===== src/rtl/dino_pkg.sv =====
// Shared types and constants for the dino game: FSM state encoding, sprite
// geometry and controller button bit positions.
package dino_pkg;

    typedef enum logic [1:0] {
        GROUND = 2'd0,
        RISE   = 2'd1,
        FALL   = 2'd2,
        DUCK   = 2'd3
    } dino_state_e;

    localparam int GROUND_Y    = 348;
    localparam int DINO_W      = 32;
    localparam int DINO_H      = 32;
    localparam int DUCK_H      = 16;
    localparam int JUMP_V0     = 12;
    localparam int GRAVITY     = 1;
    localparam int TICK_CYCLES = 500000;
    localparam int JUMP_BIT    = 0;
    localparam int DUCK_BIT    = 1;

endpackage


===== src/rtl/dino_jump_ctrl_if.sv =====
// Signal bundle between the controller front end, the jump controller and the
// renderer/collision logic that consume the dino position.
interface dino_jump_ctrl_if;

    // No valid/ready handshake: inputs are sampled every clk and every output
    // is a registered level that is valid on every clk.
    logic [7:0]  controller_report;
    logic        game_over;
    logic [10:0] dino_y;
    logic [5:0]  dino_h;
    logic        airborne;
    logic        jump_start;
    logic [1:0]  state;

    modport master (
        output controller_report, game_over,
        input  dino_y, dino_h, airborne, jump_start, state
    );

    modport slave (
        input  controller_report, game_over,
        output dino_y, dino_h, airborne, jump_start, state
    );

endinterface


===== src/rtl/dino_tick_gen.sv =====
// Free-running physics tick: one-clk pulse every TICK_CYCLES clks while
// enabled; the counter parks at zero while disabled.
module dino_tick_gen #(
    parameter int TICK_CYCLES = 500000
) (
    input  logic clk,
    input  logic reset,
    input  logic enable,
    output logic tick
);

    localparam int CW = (TICK_CYCLES > 1) ? $clog2(TICK_CYCLES) : 1;
    localparam logic [CW-1:0] LAST = CW'(TICK_CYCLES - 1);

    logic [CW-1:0] cnt;

    assign tick = enable && (cnt == LAST);

    always_ff @(posedge clk) begin
        if (reset || !enable) begin
            cnt <= '0;
        end else if (tick) begin
            cnt <= '0;
        end else begin
            cnt <= cnt + 1'b1;
        end
    end

endmodule


===== src/rtl/dino_jump_ctrl.sv =====
// Dino vertical physics: turns the controller byte into sprite y / hitbox
// height using a tick-driven GROUND/RISE/FALL/DUCK state machine.
module dino_jump_ctrl #(
    parameter int GROUND_Y    = dino_pkg::GROUND_Y,
    parameter int JUMP_V0     = dino_pkg::JUMP_V0,
    parameter int GRAVITY     = dino_pkg::GRAVITY,
    parameter int TICK_CYCLES = dino_pkg::TICK_CYCLES,
    parameter int JUMP_BIT    = dino_pkg::JUMP_BIT,
    parameter int DUCK_BIT    = dino_pkg::DUCK_BIT
) (
    input  logic             clk,
    input  logic             reset,
    dino_jump_ctrl_if.slave  bus
);

    import dino_pkg::*;

    localparam logic [10:0] Y_GROUND = 11'(GROUND_Y);
    localparam logic [10:0] Y_DUCK   = 11'(GROUND_Y + DUCK_H);
    localparam logic [11:0] Y_LAND   = 12'(GROUND_Y);
    localparam logic [5:0]  V0       = 6'(JUMP_V0);
    localparam logic [5:0]  G1       = 6'(GRAVITY);
    localparam logic [5:0]  G2       = 6'(2 * GRAVITY);
    localparam logic [5:0]  H_NORM   = 6'(DINO_H);
    localparam logic [5:0]  H_DUCK   = 6'(DUCK_H);

    logic [1:0]  sync1, sync2;
    logic        jump_prev, go_q;
    logic        tick;
    dino_state_e state_q, state_d;
    logic [10:0] y_q, y_d;
    logic [5:0]  h_q, h_d;
    logic [5:0]  vel_q, vel_d;
    logic        pend_q, pend_d;
    logic        js_q, js_d;

    logic        jump_now, duck_now, jump_edge, go_fall;
    logic [11:0] rise_diff, fall_sum;
    logic [5:0]  fall_g;

    dino_tick_gen #(.TICK_CYCLES(TICK_CYCLES)) u_tick (
        .clk    (clk),
        .reset  (reset),
        .enable (!bus.game_over),
        .tick   (tick)
    );

    assign jump_now  = sync2[0];
    assign duck_now  = sync2[1];
    assign jump_edge = jump_now && !jump_prev;
    assign go_fall   = go_q && !bus.game_over;

    // 12-bit intermediates: bit 11 of the difference flags an upward overshoot.
    assign rise_diff = {1'b0, y_q} - {6'd0, vel_q};
    assign fall_sum  = {1'b0, y_q} + {6'd0, vel_q};
    assign fall_g    = duck_now ? G2 : G1;

    always_comb begin
        state_d = state_q;
        y_d     = y_q;
        h_d     = h_q;
        vel_d   = vel_q;
        pend_d  = pend_q;
        js_d    = 1'b0;

        if (go_fall) begin
            state_d = GROUND;
            y_d     = Y_GROUND;
            h_d     = H_NORM;
            vel_d   = '0;
            pend_d  = 1'b0;
        end else if (bus.game_over) begin
            pend_d = 1'b0;
        end else begin
            // Presses only queue on the ground; in the air they are discarded.
            if (state_q == GROUND || state_q == DUCK) pend_d = pend_q || jump_edge;
            else                                       pend_d = 1'b0;

            if (tick) begin
                case (state_q)
                    GROUND: begin
                        if (pend_q) begin
                            state_d = RISE;
                            vel_d   = V0;
                            pend_d  = 1'b0;
                            js_d    = 1'b1;
                        end else if (duck_now) begin
                            state_d = DUCK;
                            h_d     = H_DUCK;
                            y_d     = Y_DUCK;
                        end
                    end
                    DUCK: begin
                        if (pend_q) begin
                            state_d = RISE;
                            h_d     = H_NORM;
                            y_d     = Y_GROUND;
                            vel_d   = V0;
                            pend_d  = 1'b0;
                            js_d    = 1'b1;
                        end else if (!duck_now) begin
                            state_d = GROUND;
                            h_d     = H_NORM;
                            y_d     = Y_GROUND;
                        end
                    end
                    RISE: begin
                        y_d = rise_diff[11] ? 11'd0 : rise_diff[10:0];
                        if (vel_q <= G1) begin
                            state_d = FALL;
                            vel_d   = '0;
                        end else begin
                            vel_d = vel_q - G1;
                        end
                    end
                    FALL: begin
                        if (fall_sum >= Y_LAND) begin
                            state_d = GROUND;
                            y_d     = Y_GROUND;
                            vel_d   = '0;
                        end else begin
                            y_d   = fall_sum[10:0];
                            vel_d = vel_q + fall_g;
                        end
                    end
                    default: state_d = GROUND;
                endcase
            end
        end
    end

    always_ff @(posedge clk) begin
        if (reset) begin
            sync1     <= '0;
            sync2     <= '0;
            jump_prev <= 1'b0;
            go_q      <= 1'b0;
            state_q   <= GROUND;
            y_q       <= Y_GROUND;
            h_q       <= H_NORM;
            vel_q     <= '0;
            pend_q    <= 1'b0;
            js_q      <= 1'b0;
        end else begin
            sync1     <= {bus.controller_report[DUCK_BIT], bus.controller_report[JUMP_BIT]};
            sync2     <= sync1;
            jump_prev <= jump_now;
            go_q      <= bus.game_over;
            state_q   <= state_d;
            y_q       <= y_d;
            h_q       <= h_d;
            vel_q     <= vel_d;
            pend_q    <= pend_d;
            js_q      <= js_d;
        end
    end

    assign bus.dino_y     = y_q;
    assign bus.dino_h     = h_q;
    assign bus.airborne   = (state_q == RISE) || (state_q == FALL);
    assign bus.jump_start = js_q;
    assign bus.state      = state_q;

endmodule

===== src/flat_wrapper.sv =====
// flat-port wrapper written by rule: the top's interface ports become plain ports
module dino_jump_ctrl_flat import dino_pkg::*;
#(
    parameter int GROUND_Y    = dino_pkg::GROUND_Y,
    parameter int JUMP_V0     = dino_pkg::JUMP_V0,
    parameter int GRAVITY     = dino_pkg::GRAVITY,
    parameter int TICK_CYCLES = dino_pkg::TICK_CYCLES,
    parameter int JUMP_BIT    = dino_pkg::JUMP_BIT,
    parameter int DUCK_BIT    = dino_pkg::DUCK_BIT
)
  (clk, reset, bus_controller_report, bus_game_over, bus_dino_y, bus_dino_h, bus_airborne, bus_jump_start, bus_state);
  dino_jump_ctrl_if bus_i ();
  input  logic clk;
  input  logic reset;
  input wire logic [$bits(bus_i.controller_report)-1:0] bus_controller_report;
  input wire logic [$bits(bus_i.game_over)-1:0] bus_game_over;
  output wire logic [$bits(bus_i.dino_y)-1:0] bus_dino_y;
  output wire logic [$bits(bus_i.dino_h)-1:0] bus_dino_h;
  output wire logic [$bits(bus_i.airborne)-1:0] bus_airborne;
  output wire logic [$bits(bus_i.jump_start)-1:0] bus_jump_start;
  output wire logic [$bits(bus_i.state)-1:0] bus_state;
  assign bus_i.controller_report = bus_controller_report;
  assign bus_i.game_over = bus_game_over;
  assign bus_dino_y = bus_i.dino_y;
  assign bus_dino_h = bus_i.dino_h;
  assign bus_airborne = bus_i.airborne;
  assign bus_jump_start = bus_i.jump_start;
  assign bus_state = bus_i.state;
  dino_jump_ctrl #(.GROUND_Y(GROUND_Y), .JUMP_V0(JUMP_V0), .GRAVITY(GRAVITY), .TICK_CYCLES(TICK_CYCLES), .JUMP_BIT(JUMP_BIT), .DUCK_BIT(DUCK_BIT)) u_core (.clk(clk), .reset(reset), .bus(bus_i));
endmodule

===== config.mk =====
export PLATFORM = sky130hd
export DESIGN_NAME = dino_jump_ctrl_flat
export DESIGN_NICKNAME = d
export VERILOG_FILES = /design/src/rtl/dino_pkg.sv /design/src/rtl/dino_jump_ctrl_if.sv /design/src/rtl/dino_tick_gen.sv /design/src/rtl/dino_jump_ctrl.sv /design/src/flat_wrapper.sv
export SDC_FILE = /design/constraint.sdc
export NUM_CORES = 1
export LEC_CHECK = 0
export BUFFER_PORTS_ARGS = -buffer_cell sky130_fd_sc_hd__buf_2
export CORE_ASPECT_RATIO = 0.7
export CORE_MARGIN = 3
export CORE_UTILIZATION = 49
export CTS_CLUSTER_SIZE = 40
export DETAILED_ROUTE_END_ITERATION = 6
export PLACE_DENSITY = 0.78
export SLEW_MARGIN = 20
export SYNTH_ARGS = -nofsm -noshare
export SYNTH_HDL_FRONTEND = slang
export SYNTH_SLANG_ARGS = --single-unit

===== constraint.sdc =====
create_clock -name clk -period 3.7 [get_ports clk]
set_clock_uncertainty 0.1 [all_clocks]
set_input_delay 0.37 -clock clk [delete_from_list [all_inputs] [get_ports clk]]
set_output_delay 0.37 -clock clk [all_outputs]
set_load 0.03 [all_outputs]

==> metrics.csv, run 1 <==
metric,value,unit
CTS tree,yes,
first-pass GRT wire length,14000,um
Slew @ Worst Pin,675,ps
Net Sw Frac,22.3,%
Starting Density,51.1,%
drt first pass iters,5,
startpoint types,flip-flop,
Worst Setup Path Type,flip-flop to flip-flop,
fin nets,483,
CTS Hold Bufs,0,
Power Density,251,nW/um^2
Max clock buf depth,2,
Synth area leaders,"dfxtp_1, ha_1, nor2_1",
critical-path cell list,ha_1 > inv_1 > fa_1 > nor2_1 > o311ai_2 > o41ai_1 > nor2_1 > o31ai_4 > buf_4 > nor3_1 > o211a_1,
routed via count,3122,
status,"finished, final reports clean",
CTS root buf,clkbuf_8,
VDD IR max,0.000148,V
final non-filler cell total,542,
sequential-to-total area share from yosys stat,27.4,%
Crit path arrival time,3310,ps
hold path endpoint,u_core.sync1[0]$_SDFF_PP0_,
DRC,0,
Clock Latency Late Sink,310,ps
total die area,8220,um^2
Gate power share,3.2,%
fraction of layout cells with a size suffix above 1,10.5,%
Post-CTS Setup Inserts,0,
Layout area overhead,6.82,%
Final WS setup,500,ps
DP Area,3630,um^2
placed cell count,534,
global routing usage on met1,32.0,%
die width,107,um
GR Util met3,3.62,%
largest net degree at the start of global routing,20,
Hold WC Path Type,input port to flip-flop,
leakage,0.00137,uW
Critical Path Max Stage Delay,530,ps
wire per inst,15.2,um
Yosys reg bits,48,
total CTS buffers,5,
Synth Instances,437,
post-synth cell types,70,
GRT Max-Usage Layer,met1,
vias per std cell,5.76,
CP most frequent cell,nor2_1,
Worst path top cell family by delay,compound AO/OA/AOI/OAI gates,
Final setup viols,0,
initial antenna violation count,0,
Global Route Usage Sum,20.7,%
final hold vios,0,
Die H,76.7,um
Placeable Area,6850,um^2
share of flip-flops with an asynchronous set or reset,0,%
WHS Path Cells,2,
sequential power share,55.7,%
port bufs,21,
met2 usage,28.8,%
RR Endpoint,u_core.bus.dino_y[1]$_SDFFE_PP0P_,
post-DP HPWL,6180,um
pre-CTS setup slack,579,ps
worst path required time,3810,ps
synth warn,0,
Max Cap Viol,0,
r2r setup slk,500,ps
Worst slew margin,54.5,%
Internal Power,729,uW
clock sinks,48,
CP Max Fanout,13,
Antenna Cells,0,
Final Cell Area,3740,um^2
global route overflow,0,
Fmax,313,MHz
FF-to-FF Start,u_core.vel_q[0]$_SDFFE_PP0P_,
post_cts resized,0,
Total Wirelength,8250,um
critical path buffer and inverter count,2,
H-tree depth,2,
vias in the first global route,2911,
ys flop type,dfxtp_1,
Pins Over Slew Limit,0,
fin crit period,3200,ps
Mapped Avg Cell Area,8.02,um^2
Std-Cell Rows,25,
Register-to-Register Path Depth,11,
DRT iter0 DRCs,210,
Final Cycle Share,86.5,%
clock share of power,41.1,%
min-delay src,bus_controller_report[0],
number of I/O pins,32,
"EDFF count, synth",0,
Final ANT Viol Nets,0,
share of the synthesized area in the top cell type,27.4,%
Worst path slowest cell,dfxtp_1,
gpl congestion,0.930,
worst hold margin,165,ps
Clock transition at path regs,90,ps
RSZ-0062 raised after global routing,false,
leading area contributor after synthesis,dfxtp_1,
critical path capture point type,flip-flop,
Mapped Area,3500,um^2
post-route setup TNS,0,ps
Switching Power,210,uW
## worst max-delay path by stage
stage	startpoint	to	slack, ps	cells past startpoint
3_5_place_dp	u_core.vel_q[0]$_SDFFE_PP0P_	u_core.bus.dino_y[1]$_SDFFE_PP0P_	580	11
2_1_floorplan	u_core.bus.dino_y[1]$_SDFFE_PP0P_	u_core.bus.dino_y[1]$_SDFFE_PP0P_	770	10
3_3_place_gp	u_core.vel_q[0]$_SDFFE_PP0P_	u_core.bus.dino_y[1]$_SDFFE_PP0P_	560	11
5_1_grt	u_core.vel_q[2]$_SDFFE_PP0P_	u_core.vel_q[4]$_SDFFE_PP0P_	290	10
6_report	u_core.vel_q[0]$_SDFFE_PP0P_	u_core.bus.dino_y[1]$_SDFFE_PP0P_	500	11
4_1_cts	u_core.vel_q[0]$_SDFFE_PP0P_	u_core.bus.state[0]$_SDFFE_PP0P_	520	11
## metrics by stage
| step | util [%] | power (uW) |
|---|---|---|
| CTS | 54.6 | 940 |
| global placement | 53.1 | 564 |
| floorplan | - | 560 |
| detailed placement | 53.1 | 565 |
| finish | 54.6 | 939 |
| global route | 54.6 | 966 |
## flip-flops by register name, summed over array words and instances (netlist names)
register,flops
u_core.u_tick.cnt,19
u_core.bus.dino_y,11
u_core.vel_q,6
u_core.bus.dino_h,2
u_core.bus.state,2
u_core.sync1,2
u_core.sync2,2
u_core.bus.jump_start,1
u_core.go_q,1
u_core.jump_prev,1
u_core.pend_q,1
## power groups by stage
stage | logic, uW | clock network (uW) | registers (uW)
2_1_floorplan | 25.5 | 0 | 535
3_3_place_gp | 28.5 | 0 | 535
3_5_place_dp | 29.2 | 0 | 536
4_1_cts | 29.2 | 388 | 523
5_1_grt | 32.7 | 409 | 524
6_report | 29.6 | 386 | 524
## final cells by class
class / instances / area, um^2
fillers: 653 / 3110
multi-input cells: 339 / 2320
flip-flops and latches: 48 / 961
repair buffers: 24 / 128
well taps: 94 / 118
inverters: 29 / 109
clock buffers: 6 / 72.6
clock inverters: 2 / 35.0
## routing by layer
metal | part of all wire (%) | routed length, um | up-vias
met1 | 52 | 4280 | 1443
li1 | - | - | 1553
met2 | 40 | 3260 | 114
met4 | 1.2 | 98 | 0
met5 | 0 | 0 | -
met3 | 7.3 | 604 | 12
## cell usage after synthesis, drive strengths merged (3+ instances only)
library cell / count
o31ai: 6
a21oi: 20
nor3: 11
buf: 15
a211o: 4
a221oi: 3
o22ai: 3
ha: 22
xor2: 13
or2: 3
o2111ai: 3
clkbuf: 9
o21ai: 25
a21o: 7
a31oi: 7
nand3: 12
mux2i: 5
and3: 3
nand2b: 4
nand2: 36
or4: 3
or3: 8
xnor2: 14
inv: 29
o211ai: 4
dfxtp: 48
o21a: 6
nor2: 52
a211oi: 4
fa: 3
nand4: 5
nor2b: 9
nor3b: 6
nor4: 5
nand4b: 3
## cells by family after synthesis
kind of cell               after synthesis  share of synthesized area, %
other                                    1                         0.107
xor gates and xnor gates                27                          6.75
buffers and inverters                   53                          6.68
adders and majority gates               25                          9.57
DFF                                     48                          27.4
and+or+nand+nor                        170                          26.0
muxes                                    6                          1.75
AOI/OAI and AO/OA                      107                          21.7
## cells in the final DEF, fill, tap and decap left out, drive strengths merged, types with 5 or more instances in the layout
| master | n |
|---|---|
| a21o | 7 |
| a21oi | 20 |
| a31oi | 7 |
| buf | 24 |
| clkbuf | 6 |
| dfxtp | 48 |
| ha | 22 |
| inv | 29 |
| mux2i | 5 |
| nand2 | 36 |
| nand3 | 12 |
| nand4 | 5 |
| nor2 | 52 |
| nor2b | 9 |
| nor3 | 11 |
| nor3b | 6 |
| nor4 | 5 |
| o21a | 6 |
| o21ai | 25 |
| o31ai | 6 |
| or3 | 8 |
| xnor2 | 14 |
| xor2 | 13 |
(Power assumes the default switching activity.)
==> run 2: changes to the inputs <==
--- a/config.mk
+++ b/config.mk
@@ -8,10 +8,10 @@
 export BUFFER_PORTS_ARGS = -buffer_cell sky130_fd_sc_hd__buf_2
 export CORE_ASPECT_RATIO = 0.7
 export CORE_MARGIN = 3
-export CORE_UTILIZATION = 49
+export CORE_UTILIZATION = 45
 export CTS_CLUSTER_SIZE = 40
 export DETAILED_ROUTE_END_ITERATION = 6
-export PLACE_DENSITY = 0.78
+export PLACE_DENSITY = 0.73
 export SLEW_MARGIN = 20
 export SYNTH_ARGS = -nofsm -noshare
 export SYNTH_HDL_FRONTEND = slang
==> run 2 against run 1 <==
Effect of this change: non-clock buffer count unchanged; power decreased by 7.8%; sequential share of layout area increased by 0.15 points; design area decreased by 0.57%; cell count increased by 0.55%; utilization decreased by 4.5 points; critical path type unchanged; largest power group unchanged.
==> metrics.csv, run 2 (synthesis results as in run 1) <==
metric,value,unit,change
Die H,79.8,um,was 76.7 um
Final Cycle Share,88.2,%,was 86.5%
WHS Path Cells,2,,unchanged
"commonest cells after routing, fill and taps aside","nor2_1, dfxtp_1, nand2_1, inv_1, o21ai_0",,unchanged
Worst path slowest cell,dfxtp_1,,unchanged
Worst Setup Path Type,flip-flop to flip-flop,,unchanged
Post-CTS Setup Inserts,0,,unchanged
Crit path arrival time,3370,ps,was 3310 ps
Worst slew margin,49.2,%,was 54.5%
largest net degree at the start of global routing,20,,unchanged
status,"finished, final reports clean",,unchanged
Sequential Area,961,um^2,unchanged
fin nets,483,,unchanged
final hold vios,0,,unchanged
"most common cell after layout, fill and taps aside",nor2_1,,unchanged
Largest Register,u_core.u_tick.cnt,,unchanged
CTS Hold Bufs,0,,unchanged
CTS tree,yes,,unchanged
Starting Density,47.2,%,was 51.1%
routed via count,3123,,was 3122
Placeable Area,7420,um^2,was 6850 um^2
total die area,8900,um^2,was 8220 um^2
Std-Cell Rows,26,,was 25
RSZ-0062 raised after global routing,false,,unchanged
clock sinks,48,,unchanged
CTS root buf,clkbuf_8,,unchanged
global route overflow,0,,unchanged
Global Route Usage Sum,19.1,%,was 20.7%
total CTS buffers,5,,unchanged
Fmax,307,MHz,was 313 MHz
initial antenna violation count,0,,unchanged
pre-CTS setup slack,499,ps,was 579 ps
Power Density,233,nW/um^2,was 251 nW/um^2
Total Wirelength,8340,um,was 8250 um
DRC,0,,unchanged
total power,866,uW,was 939 uW
Hold WC Path Type,input port to flip-flop,,unchanged
RR Endpoint,u_core.bus.dino_y[1]$_SDFFE_PP0P_,,unchanged
post_cts resized,0,,unchanged
vias per std cell,5.73,,was 5.76
Final setup viols,0,,unchanged
leakage,0.00136,uW,was 0.00137 uW
critical-path cell list,ha_1 > inv_1 > fa_1 > nor2_1 > o311ai_2 > o41ai_1 > nor2_1 > o31ai_4 > buf_4 > nor3_1 > o211a_1,,unchanged
Final ANT Viol Nets,0,,unchanged
Clock transition at path regs,90,ps,about the same
CP most frequent cell,nor2_1,,unchanged
Layout area overhead,6.21,%,was 6.82%
min-delay src,bus_controller_report[0],,unchanged
VDD IR max,0.000165,V,was 0.000148 V
wire per inst,15.3,um,was 15.2 um
critical path capture point type,flip-flop,,unchanged
DRT iter0 DRCs,353,,was 210
Max Cap Viol,0,,unchanged
max FFs per register,19,,unchanged
fin crit period,3260,ps,was 3200 ps
FF-to-FF Start,u_core.vel_q[0]$_SDFFE_PP0P_,,unchanged
Max clock buf depth,2,,unchanged
worst path required time,3810,ps,about the same
vias in the first global route,2734,,was 2911
r2r setup slk,440,ps,was 500 ps
fraction of layout cells with a size suffix above 1,10.5,%,about the same
drt first pass iters,5,,unchanged
Pins Over Slew Limit,0,,unchanged
multi-input combinational cell area,2320,um^2,unchanged
first-pass GRT wire length,13900,um,was 14000 um
Register-to-Register Path Depth,11,,unchanged
Critical Path Max Stage Delay,530,ps,about the same
startpoint types,flip-flop,,unchanged
Clock Latency Late Sink,310,ps,about the same
number of I/O pins,32,,unchanged
hold path endpoint,u_core.sync1[0]$_SDFF_PP0_,,unchanged
post-DP HPWL,6260,um,was 6180 um
die width,111,um,was 107 um
fillers,726,,was 653
port bufs,21,,unchanged
CP Max Fanout,13,,unchanged
Final WS setup,437,ps,was 500 ps
Antenna Cells,0,,unchanged
Slew @ Worst Pin,754,ps,was 675 ps
H-tree depth,2,,unchanged
gpl congestion,0.961,,was 0.930
post-route setup TNS,0,ps,unchanged
-- run 2: cell type report --
class                   count  share of cell area [%]
multi-input cells         339                    62.3
clock inverters             2                   0.336
well taps                  98                    3.30
repair buffers             24                    3.43
flip-flops and latches     48                    25.8
clock buffers               5                    1.85
inverters                  29                    2.93
-- run 2: worst max path at each step --
stage / start / endpoint / slack (ps) / depth (start not counted)
after floorplan: u_core.bus.dino_y[1]$_SDFFE_PP0P_ / u_core.bus.dino_y[1]$_SDFFE_PP0P_ / 770 / 10
after global placement: u_core.vel_q[0]$_SDFFE_PP0P_ / u_core.bus.dino_y[1]$_SDFFE_PP0P_ / 560 / 11
after detailed placement: u_core.vel_q[0]$_SDFFE_PP0P_ / u_core.bus.dino_y[1]$_SDFFE_PP0P_ / 500 / 11
after CTS: u_core.vel_q[0]$_SDFFE_PP0P_ / u_core.bus.dino_y[1]$_SDFFE_PP0P_ / 470 / 11
after global routing: u_core.vel_q[0]$_SDFFE_PP0P_ / u_core.bus.state[1]$_SDFFE_PP0P_ / 150 / 11
final: u_core.vel_q[0]$_SDFFE_PP0P_ / u_core.bus.dino_y[1]$_SDFFE_PP0P_ / 440 / 11
-- run 2: through the flow --
step	util (%)	hold slack (ps)	instance area (um^2)	cells
4_1_cts	50.2	170	3720	545
2_1_floorplan	-	314	3510	440
6_report	50.2	174	3720	545
3_3_place_gp	49.1	321	3640	538
3_5_place_dp	49.1	327	3640	538
5_1_grt	50.2	169	3720	545
-- run 2: report_power, final --
group	leakage, uW	switching, uW	internal, uW
sequential	0.000388	3.13	520
clock	0.0000400	185	129
combinational	0.000931	21.2	8.29
-- run 2: layer usage --
layer,up-vias,share of wire [%],track usage [%]
met3,4,6.5,3.11
met2,105,41,27.5
met1,1467,53,29.9
met5,-,0,0
met4,0,0.38,3.40
li1,1547,-,-
-- run 2: worst max-delay path, delay by kind of cell, from the launching register on --
family | cells | cell delay [ps]
simple gates | 3 | 440
flops | 1 | 530
compound gates | 4 | 1110
fa+ha+maj | 2 | 650
buf+inv | 2 | 320
